[src/rtl/mul_psc_pkg.sv]
// mul_psc_pkg: shared types and constants for the multiplier special-case
// pipeline. It holds the operand class enum, the select-code encodings
// and the bit positions inside the sticky flag vector.
package mul_psc_pkg;

  // Operand classes. SUB is flushed to zero by the result logic.
  typedef enum logic [2:0] {
    ZERO = 3'd0,
    SUB  = 3'd1,
    INF  = 3'd2,
    NAN  = 3'd3,
    NORM = 3'd4
  } cls_t;

  // Exponent select codes. 2'b11 is never produced.
  localparam logic [1:0] SEL_EXP_CALC = 2'b00;
  localparam logic [1:0] SEL_EXP_ONES = 2'b01;
  localparam logic [1:0] SEL_EXP_ZERO = 2'b10;

  // Mantissa select codes. 2'b11 is never produced.
  localparam logic [1:0] SEL_MAN_CALC = 2'b00;
  localparam logic [1:0] SEL_MAN_QNAN = 2'b01;
  localparam logic [1:0] SEL_MAN_ZERO = 2'b10;

  // Sticky flag layout: {invalid, nan_in, inf_out, zero_out}.
  localparam int FLAG_INVALID  = 3;
  localparam int FLAG_NAN_IN   = 2;
  localparam int FLAG_INF_OUT  = 1;
  localparam int FLAG_ZERO_OUT = 0;
  localparam int FLAG_W        = 4;

  // True for classes that behave as zero in a product (subnormals flush).
  function automatic logic is_zero_like(input cls_t c);
    return (c == ZERO) || (c == SUB);
  endfunction

endpackage

[src/rtl/mul_psc_pipe_if.sv]
// mul_psc_pipe_if: input beat, output beat and flag-control signals of the
// special-case pipeline. The slave modport is the pipeline side, the
// master modport is the side feeding operands and consuming results.
interface mul_psc_pipe_if #(
  parameter int SIZE_EXP = 8,
  parameter int SIZE_MAN = 24,
  parameter int LANES    = 2
);

  // Input beat
  logic                      i_valid;
  logic                      o_ready;
  logic [LANES-1:0]          i_sign_a;
  logic [LANES-1:0]          i_sign_b;
  logic [LANES*SIZE_EXP-1:0] i_exp_a;
  logic [LANES*SIZE_EXP-1:0] i_exp_b;
  logic [LANES*SIZE_MAN-1:0] i_man_a;
  logic [LANES*SIZE_MAN-1:0] i_man_b;

  // Output beat
  logic                      o_valid;
  logic                      i_ready;
  logic [2*LANES-1:0]        o_sel_exp;
  logic [2*LANES-1:0]        o_sel_man;
  logic [LANES-1:0]          o_sign;

  // Sticky flags
  logic                      i_flag_clr;
  logic [3:0]                o_flags;

  modport slave (
    input  i_valid, i_sign_a, i_sign_b, i_exp_a, i_exp_b, i_man_a, i_man_b,
    input  i_ready, i_flag_clr,
    output o_ready, o_valid, o_sel_exp, o_sel_man, o_sign, o_flags
  );

  modport master (
    output i_valid, i_sign_a, i_sign_b, i_exp_a, i_exp_b, i_man_a, i_man_b,
    output i_ready, i_flag_clr,
    input  o_ready, o_valid, o_sel_exp, o_sel_man, o_sign, o_flags
  );

endinterface

[src/rtl/mul_psc_classify.sv]
// mul_psc_classify: classifies one floating-point operand from its
// exponent and fraction. The hidden mantissa bit plays no part in the
// class, so only the fraction is brought in.
module mul_psc_classify
  import mul_psc_pkg::*;
#(
  parameter int SIZE_EXP = 8,
  parameter int SIZE_MAN = 24
) (
  input  logic [SIZE_EXP-1:0] i_exp,
  input  logic [SIZE_MAN-2:0] i_frac,
  output cls_t                o_cls
);

  // Decode the class from an all-zero or all-ones exponent and the fraction.
  always_comb begin
    o_cls = NORM;
    if (i_exp == '0) begin
      o_cls = (i_frac == '0) ? ZERO : SUB;
    end else if (&i_exp) begin
      o_cls = (i_frac == '0) ? INF : NAN;
    end
  end

endmodule

[src/rtl/mul_psc_pipe.sv]
// mul_psc_pipe: two-stage, multi-lane special-case resolver for a
// floating-point multiplier. S1 holds per-lane operand classes and the
// product sign; S2 holds the exponent/mantissa select codes and the
// result sign. Both stages use valid/ready with full throughput.
// Optional sticky flags are built when MUL_PSC_FLAG_EN is defined;
// otherwise o_flags is tied to zero and no flag state exists.
module mul_psc_pipe
  import mul_psc_pkg::*;
#(
  parameter int SIZE_EXP = 8,
  parameter int SIZE_MAN = 24,
  parameter int LANES    = 2
) (
  input logic           i_clk,
  input logic           i_rst,
  mul_psc_pipe_if.slave bus
);

  // Combinational classes of the incoming beat
  cls_t cls_a [LANES];
  cls_t cls_b [LANES];

  // Stage 1 state
  logic             s1_valid_q, s1_valid_d;
  cls_t             s1_cls_a_q [LANES];
  cls_t             s1_cls_a_d [LANES];
  cls_t             s1_cls_b_q [LANES];
  cls_t             s1_cls_b_d [LANES];
  logic [LANES-1:0] s1_sign_q, s1_sign_d;

  // Stage 2 state
  logic               s2_valid_q, s2_valid_d;
  logic [2*LANES-1:0] s2_sel_exp_q, s2_sel_exp_d;
  logic [2*LANES-1:0] s2_sel_man_q, s2_sel_man_d;
  logic [LANES-1:0]   s2_sign_q, s2_sign_d;

  // Per-lane results derived from S1
  logic [LANES-1:0]   res_nan_in;
  logic [LANES-1:0]   res_invalid;
  logic [LANES-1:0]   res_inf;
  logic [LANES-1:0]   res_zero;
  logic [2*LANES-1:0] res_sel_exp;
  logic [2*LANES-1:0] res_sel_man;
  logic [LANES-1:0]   res_sign;

  // Handshake controls
  logic s2_load;
  logic s1_adv;

  genvar gi;

  // One classifier per operand per lane
  generate
    for (gi = 0; gi < LANES; gi++) begin : g_cls
      mul_psc_classify #(
        .SIZE_EXP (SIZE_EXP),
        .SIZE_MAN (SIZE_MAN)
      ) u_cls_a (
        .i_exp  (bus.i_exp_a[gi*SIZE_EXP +: SIZE_EXP]),
        .i_frac (bus.i_man_a[gi*SIZE_MAN +: SIZE_MAN-1]),
        .o_cls  (cls_a[gi])
      );

      mul_psc_classify #(
        .SIZE_EXP (SIZE_EXP),
        .SIZE_MAN (SIZE_MAN)
      ) u_cls_b (
        .i_exp  (bus.i_exp_b[gi*SIZE_EXP +: SIZE_EXP]),
        .i_frac (bus.i_man_b[gi*SIZE_MAN +: SIZE_MAN-1]),
        .o_cls  (cls_b[gi])
      );
    end
  endgenerate

  // Per-lane result rules; the event terms are mutually exclusive so the
  // select logic and the flag logic can share them.
  generate
    for (gi = 0; gi < LANES; gi++) begin : g_lane
      logic       a_zero;
      logic       b_zero;
      logic       any_inf;
      logic [1:0] sel_e;
      logic [1:0] sel_m;
      logic       sgn;

      assign a_zero          = is_zero_like(s1_cls_a_q[gi]);
      assign b_zero          = is_zero_like(s1_cls_b_q[gi]);
      assign any_inf         = (s1_cls_a_q[gi] == INF) || (s1_cls_b_q[gi] == INF);
      assign res_nan_in[gi]  = (s1_cls_a_q[gi] == NAN) || (s1_cls_b_q[gi] == NAN);
      assign res_invalid[gi] = !res_nan_in[gi] &&
                               (((s1_cls_a_q[gi] == INF) && b_zero) ||
                                ((s1_cls_b_q[gi] == INF) && a_zero));
      assign res_inf[gi]     = !res_nan_in[gi] && !res_invalid[gi] && any_inf;
      assign res_zero[gi]    = !res_nan_in[gi] && !any_inf && (a_zero || b_zero);

      // Pick exponent/mantissa sources and sign; NaN results carry sign 0.
      always_comb begin
        sel_e = SEL_EXP_CALC;
        sel_m = SEL_MAN_CALC;
        sgn   = s1_sign_q[gi];
        if (res_nan_in[gi] || res_invalid[gi]) begin
          sel_e = SEL_EXP_ONES;
          sel_m = SEL_MAN_QNAN;
          sgn   = 1'b0;
        end else if (res_inf[gi]) begin
          sel_e = SEL_EXP_ONES;
          sel_m = SEL_MAN_ZERO;
        end else if (res_zero[gi]) begin
          sel_e = SEL_EXP_ZERO;
          sel_m = SEL_MAN_ZERO;
        end
      end

      assign res_sel_exp[2*gi +: 2] = sel_e;
      assign res_sel_man[2*gi +: 2] = sel_m;
      assign res_sign[gi]           = sgn;
    end
  endgenerate

  // Stage advance decisions and next-state for both pipeline stages
  always_comb begin
    s2_load = !s2_valid_q || bus.i_ready;
    s1_adv  = s2_load || !s1_valid_q;

    s1_valid_d = s1_valid_q;
    s1_cls_a_d = s1_cls_a_q;
    s1_cls_b_d = s1_cls_b_q;
    s1_sign_d  = s1_sign_q;
    if (s1_adv) begin
      s1_valid_d = bus.i_valid;
      if (bus.i_valid) begin
        for (int k = 0; k < LANES; k++) begin
          s1_cls_a_d[k] = cls_a[k];
          s1_cls_b_d[k] = cls_b[k];
        end
        s1_sign_d = bus.i_sign_a ^ bus.i_sign_b;
      end
    end

    s2_valid_d   = s2_valid_q;
    s2_sel_exp_d = s2_sel_exp_q;
    s2_sel_man_d = s2_sel_man_q;
    s2_sign_d    = s2_sign_q;
    if (s2_load) begin
      s2_valid_d = s1_valid_q;
      if (s1_valid_q) begin
        s2_sel_exp_d = res_sel_exp;
        s2_sel_man_d = res_sel_man;
        s2_sign_d    = res_sign;
      end
    end
  end

  // Pipeline registers; reset empties both stages and clears outputs
  always_ff @(posedge i_clk) begin
    if (i_rst) begin
      s1_valid_q   <= 1'b0;
      s1_sign_q    <= '0;
      for (int k = 0; k < LANES; k++) begin
        s1_cls_a_q[k] <= ZERO;
        s1_cls_b_q[k] <= ZERO;
      end
      s2_valid_q   <= 1'b0;
      s2_sel_exp_q <= '0;
      s2_sel_man_q <= '0;
      s2_sign_q    <= '0;
    end else begin
      s1_valid_q   <= s1_valid_d;
      s1_sign_q    <= s1_sign_d;
      s1_cls_a_q   <= s1_cls_a_d;
      s1_cls_b_q   <= s1_cls_b_d;
      s2_valid_q   <= s2_valid_d;
      s2_sel_exp_q <= s2_sel_exp_d;
      s2_sel_man_q <= s2_sel_man_d;
      s2_sign_q    <= s2_sign_d;
    end
  end

  assign bus.o_ready   = s1_adv;
  assign bus.o_valid   = s2_valid_q;
  assign bus.o_sel_exp = s2_sel_exp_q;
  assign bus.o_sel_man = s2_sel_man_q;
  assign bus.o_sign    = s2_sign_q;

`ifdef MUL_PSC_FLAG_EN
  logic [FLAG_W-1:0] beat_ev;
  logic [FLAG_W-1:0] s2_ev_q, s2_ev_d;
  logic [FLAG_W-1:0] flags_q, flags_d;

  // Events travel with the beat into S2 and only become sticky when the
  // result is actually taken; a clear never wipes bits set on that edge.
  always_comb begin
    beat_ev                = '0;
    beat_ev[FLAG_INVALID]  = |res_invalid;
    beat_ev[FLAG_NAN_IN]   = |res_nan_in;
    beat_ev[FLAG_INF_OUT]  = |res_inf;
    beat_ev[FLAG_ZERO_OUT] = |res_zero;

    s2_ev_d = s2_ev_q;
    if (s2_load && s1_valid_q) begin
      s2_ev_d = beat_ev;
    end

    flags_d = bus.i_flag_clr ? '0 : flags_q;
    if (s2_valid_q && bus.i_ready) begin
      flags_d = flags_d | s2_ev_q;
    end
  end

  // Flag registers; reset wins over clear and handshakes
  always_ff @(posedge i_clk) begin
    if (i_rst) begin
      s2_ev_q <= '0;
      flags_q <= '0;
    end else begin
      s2_ev_q <= s2_ev_d;
      flags_q <= flags_d;
    end
  end

  assign bus.o_flags = flags_q;
`else
  assign bus.o_flags = 4'b0000;
`endif

endmodule
[src/flat_wrapper.sv]
// flat-port wrapper written by rule: the top's interface ports become plain ports
module mul_psc_pipe_flat import mul_psc_pkg::*;
#(
  parameter int SIZE_EXP = 8,
  parameter int SIZE_MAN = 24,
  parameter int LANES    = 2
)
  (i_clk, i_rst, bus_i_valid, bus_i_sign_a, bus_i_sign_b, bus_i_exp_a, bus_i_exp_b, bus_i_man_a, bus_i_man_b, bus_i_ready, bus_i_flag_clr, bus_o_ready, bus_o_valid, bus_o_sel_exp, bus_o_sel_man, bus_o_sign, bus_o_flags);
  mul_psc_pipe_if #(.SIZE_EXP(SIZE_EXP), .SIZE_MAN(SIZE_MAN), .LANES(LANES)) bus_i ();
  input logic i_clk;
  input logic i_rst;
  input wire logic [$bits(bus_i.i_valid)-1:0] bus_i_valid;
  input wire logic [$bits(bus_i.i_sign_a)-1:0] bus_i_sign_a;
  input wire logic [$bits(bus_i.i_sign_b)-1:0] bus_i_sign_b;
  input wire logic [$bits(bus_i.i_exp_a)-1:0] bus_i_exp_a;
  input wire logic [$bits(bus_i.i_exp_b)-1:0] bus_i_exp_b;
  input wire logic [$bits(bus_i.i_man_a)-1:0] bus_i_man_a;
  input wire logic [$bits(bus_i.i_man_b)-1:0] bus_i_man_b;
  input wire logic [$bits(bus_i.i_ready)-1:0] bus_i_ready;
  input wire logic [$bits(bus_i.i_flag_clr)-1:0] bus_i_flag_clr;
  output wire logic [$bits(bus_i.o_ready)-1:0] bus_o_ready;
  output wire logic [$bits(bus_i.o_valid)-1:0] bus_o_valid;
  output wire logic [$bits(bus_i.o_sel_exp)-1:0] bus_o_sel_exp;
  output wire logic [$bits(bus_i.o_sel_man)-1:0] bus_o_sel_man;
  output wire logic [$bits(bus_i.o_sign)-1:0] bus_o_sign;
  output wire logic [$bits(bus_i.o_flags)-1:0] bus_o_flags;
  assign bus_i.i_valid = bus_i_valid;
  assign bus_i.i_sign_a = bus_i_sign_a;
  assign bus_i.i_sign_b = bus_i_sign_b;
  assign bus_i.i_exp_a = bus_i_exp_a;
  assign bus_i.i_exp_b = bus_i_exp_b;
  assign bus_i.i_man_a = bus_i_man_a;
  assign bus_i.i_man_b = bus_i_man_b;
  assign bus_i.i_ready = bus_i_ready;
  assign bus_i.i_flag_clr = bus_i_flag_clr;
  assign bus_o_ready = bus_i.o_ready;
  assign bus_o_valid = bus_i.o_valid;
  assign bus_o_sel_exp = bus_i.o_sel_exp;
  assign bus_o_sel_man = bus_i.o_sel_man;
  assign bus_o_sign = bus_i.o_sign;
  assign bus_o_flags = bus_i.o_flags;
  mul_psc_pipe #(.SIZE_EXP(SIZE_EXP), .SIZE_MAN(SIZE_MAN), .LANES(LANES)) u_core (.i_clk(i_clk), .i_rst(i_rst), .bus(bus_i));
endmodule
[config.mk]
export PLATFORM = sky130hd
export DESIGN_NAME = mul_psc_pipe_flat
export DESIGN_NICKNAME = d
export VERILOG_FILES = /design/src/rtl/mul_psc_pkg.sv /design/src/rtl/mul_psc_pipe_if.sv /design/src/rtl/mul_psc_classify.sv /design/src/rtl/mul_psc_pipe.sv /design/src/flat_wrapper.sv
export SDC_FILE = /design/constraint.sdc
export NUM_CORES = 1
export LEC_CHECK = 0
export CELL_PAD_IN_SITES_DETAIL_PLACEMENT = 1
export CELL_PAD_IN_SITES_GLOBAL_PLACEMENT = 1
export CORE_MARGIN = 2
export CORE_UTILIZATION = 16
export CTS_CLUSTER_SIZE = 24
export DETAILED_ROUTE_END_ITERATION = 8
export PLACE_DENSITY = 0.85
export SLEW_MARGIN = 10
export SYNTH_ARGS = -nofsm -noshare
export SYNTH_HDL_FRONTEND = slang
export SYNTH_SLANG_ARGS = --single-unit
[constraint.sdc]
create_clock -name i_clk -period 1.3 [get_ports i_clk]
set_clock_uncertainty 0.1 [all_clocks]
set_input_delay 0.13 -clock i_clk [delete_from_list [all_inputs] [get_ports i_clk]]
set_output_delay 0.13 -clock i_clk [all_outputs]
set_load 0.05 [all_outputs]
==> implementation parameters <==
Parameter                              Value

STA
  Final hold vios ... 0
  Unrepaired setup endpoints after global routing ... true
  Min Tclk post-route ... around 1.4 ns
  Max-slew violation count ... 0
  Highest clock rate ... between 700 and 800 MHz
  Number of setup violations in the final report ... 4
  Setup slack after layout ... -0.0622 ns
  Share of the cycle needed by the critical path after routing ... 105%

Drt
  Top routing layer in use ... met4
  Metal1 wirelength ... 2450 um
  Number of nets with antenna violations after detailed routing ... 0
  Total Wirelength ... roughly 6600 um
  Router iterations before antenna repair ... 4
  Drt first-iter violations ... 58
  Average vias per placed instance ... 4.64
  Number of remaining DRC errors ... 0
  WL/cell ... roughly 15 um
  Total number of vias ... between 2000 and 2500
  Total length of routed met3 wires ... ~320 um
  Sum of met2 wire segment lengths after detailed routing ... approximately 3800 um

CTS
  Skew-Pair Late Insertion Delay ... ~0.27 ns
  Clock slew at the register clock pins of the worst setup and hold paths ... approximately 0.090 ns
  Sinks on Clock Net ... 26
  Num CTS Buffers ... 3
  Hold-fix buffers at CTS ... 0
  Root Buffer ... sky130_fd_sc_hd__clkbuf_8
  # H-tree levels ... 1
  Clock tree buffer depth ... 2
  CTS tree ... yes

GRT
  Number of global-route vias before repair ... between 2000 and 2500
  Antenna violations before repair ... 0
  Maximum number of pins on one net before global-route repair ... 22
  First-pass GRT wire length ... 10400 um
  Global router's overall resource usage ... between 10% and 20%
  Remaining global-route overflow ... 0

Yosys
  Syn_area_per_cell ... roughly 7.7 sq um
  Number of distinct library cell variants in the gate-level netlist after synthesis ... 33
  Synthesized flop and latch total ... 26
  Fraction of synthesized area in multiplexers ... 0%
  Dominant combinational cell family by area after synthesis ... simple AND/OR/NAND/NOR gates
  Post-synthesis compound-gate area fraction ... 19.7%
  Post-synth EDFFs ... 0
  Top_reg_cell synth ... sky130_fd_sc_hd__dfxtp_1
  Post-synthesis simple-gate area fraction ... slightly below 40%
  Part of the Yosys area used for sequential elements ... a little over a third
  Async set or reset register ratio after synthesis ... 0%
  Xor and xnor area share after synthesis ... between 1 and 1.5%
  Post-synthesis instance area ... between 1000 and 1500 sq um
  Synthesized-area fraction occupied by adder cells ... 0%
  Yosys warnings ... 0
  Post-Syn Instances ... between 150 and 200

Pwr
  Power per cell area ... slightly above 600 nW/um^2
  Leakage power of the design ... approximately 0.0013 uW
  Highest ir drop seen on vdd ... 0.000263 V

Hold path
  Hold depth ... 5
  Worst-case hold path end point ... u_core.s1_cls_b_q[0]
  Path class of the lowest-slack min-delay path ... in -> reg
  Critical hold path startpoint ... bus_i_exp_b[13]

Critical path
  Cell depth of the worst flop-to-flop path ... 5
  Most used cell, CP ... sky130_fd_sc_hd__buf_6
  Launching point of the worst reg2reg path ... u_core.bus.o_valid
  Largest stage delay, worst path ... roughly 0.36 ns
  Cell breakdown of the critical path ... buf_6, nand3b_1, buf_6, buf_12
  Setup slack of the worst register-to-register path ... -0.01 ns
  Critical Setup Path Class ... reg -> out
  Worst endpoint required time ... 1.07 ns
  Startpoint type of the worst setup path ... flip-flop
  Element type at the critical path end ... output port
  Logic depth of the worst path, buffers included ... 4
  Cell with the largest stage delay on the worst path ... sky130_fd_sc_hd__dfxtp_4
  Capture instance of the worst register-to-register path ... u_core.s1_cls_a_q[3]
  Critical path fanouts, max ... 2
  Cell family contributing the most delay on the critical path ... buffers and inverters
  Data arrival time at the worst-slack endpoint ... 1.13 ns
  Buf+Inv Stages, Crit Path ... 3

Final layout
  Top library cells by usage in the layout, fill and taps aside ... sky130_fd_sc_hd__clkdlybuf4s50_1 (106), sky130_fd_sc_hd__dlygate4sd2_1 (24), sky130_fd_sc_hd__dfxtp_1 (19)
  Count of filler cells inserted in the layout ... around 1000
  Post-layout util ... ~40%
  Number of diodes added for antenna fixing ... 0
  Relative area change from synthesis to final layout ... 148%
  Nets ... 488
  Final cell count without fillers ... about 460
  Fraction of final layout cells sized beyond drive strength 1 ... ~25%
  Most common cell after layout, fill and taps aside ... sky130_fd_sc_hd__clkdlybuf4s50_1

Die
  Vertical die dimension ... ~99 um
  IO Pins ... 153
  Die Wd ... about 100 um
  Area of the die ... 9800 sq um
  Std cell rows ... 34
  Core Box Area ... slightly below 9000 sq um
  Effective utilization at floorplan ... between 15 and 20%

Place
  Count of port buffers added during placement ... 143
  Place WS ... -0.435 ns
  Final weighted congestion in routability-driven placement ... between 0.7 and 0.8
  Number of cells in the design after placement ... 449
  Detailed placer's ending HPWL ... 5490 um

Run status
  Failing checks ... setup timing
  Result of the run ... finished with violations

Job
  Max-capacitance violation count ... 0
per-layer routing:
layer | vias to the layer above | track usage [%]
li1 | 1038 | -
met1 | 1010 | 14.0
met2 | 77 | 25.7
met3 | 2 | 1.63
met4 | 0 | 2.63
met5 | - | 0
repair_timing:
item,in CTS,in global routing
endpoints found under the hold margin,0,0
setup endpoints to repair,16,23
cloned,1,1
pin swaps,25,12
setup buffers,3,1
resized for setup,46,50
where the power goes:
group | internal (uW) | switching (uW) | total, uW
clock network | 270 | 252 | 523
logic | 510 | 302 | 813
registers | 828 | 46.3 | 875
total | 1610 | 601 | 2210
how the worst max path moves through the flow:
stage                  startpoint  slack (ns)                    to
2_1_floorplan  u_core.bus.o_valid       -0.32  u_core.s1_cls_b_q[5]
3_3_place_gp       bus_i_exp_b[5]       -0.38  u_core.s1_cls_b_q[5]
3_5_place_dp       bus_i_exp_a[0]       -0.43  u_core.s1_cls_a_q[3]
4_1_cts        u_core.bus.o_valid       -0.03           bus_o_ready
5_1_grt        u_core.bus.o_valid       -0.13           bus_o_ready
6_report       u_core.bus.o_valid       -0.06           bus_o_ready
worst reg2reg max path, delay by kind of cell (launching register included):
kind	cells	cell delay, ns
flip-flops	1	0.36
buffers and inverters	1	0.17
AND/OR/NAND/NOR	1	0.14
AO/OA/AOI/OAI	3	0.48
cell usage after synthesis (all sizes together) (5+ instances only):
cell type  count  area share (%)
nor2          17             4.4
nand4         12             5.2
nand2         26             6.8
a21oi         19             7.4
nor2b          5             2.3
nand3          5             1.7
dfxtp         26              36
or4            8             4.2
a211oi         6             3.1
nor4          20             8.7
buf            7             3.2
metrics by stage:
stage	total power [uW]	area [sq um]	hold WS, ns	TNS (ns)
final	2210	3580	0.318	-0.103
after floorplan	1100	1470	0.133	-2.60
after detailed placement	1670	3260	0.352	-6.11
after CTS	2200	3420	0.370	-0.174
after global routing	2320	3580	0.343	-0.857
after global placement	1650	3260	0.349	-4.91
layout make-up:
type | count | area, sq um | share of cell area (%)
Multi-Input combinational cell | 153 | 1090 | 30.4
Inverter | 3 | 11.3 | 0.315
Sequential cell | 26 | 542 | 15.1
Timing Repair Buffer | 164 | 1750 | 48.8
Tap cell | 108 | 135 | 3.77
Clock buffer | 4 | 55.1 | 1.54
cell families after synthesis:
kind of cell,after synthesis
flops,26
compound gates,42
simple gates,105
xor+xnor,2
other cells,1
buf+inv,11
state kept, by name, indices dropped and copies added (netlist names):
register,flops
u_core.s1_cls_a_q,6
u_core.bus.o_sign,2
u_core.s1_cls_b_q,6
u_core.bus.o_valid,1
u_core.s1_valid_q,1
u_core.s1_sign_q,2
u_core.bus.o_sel_exp,4
u_core.bus.o_sel_man,4
(Power assumes the default switching activity.)
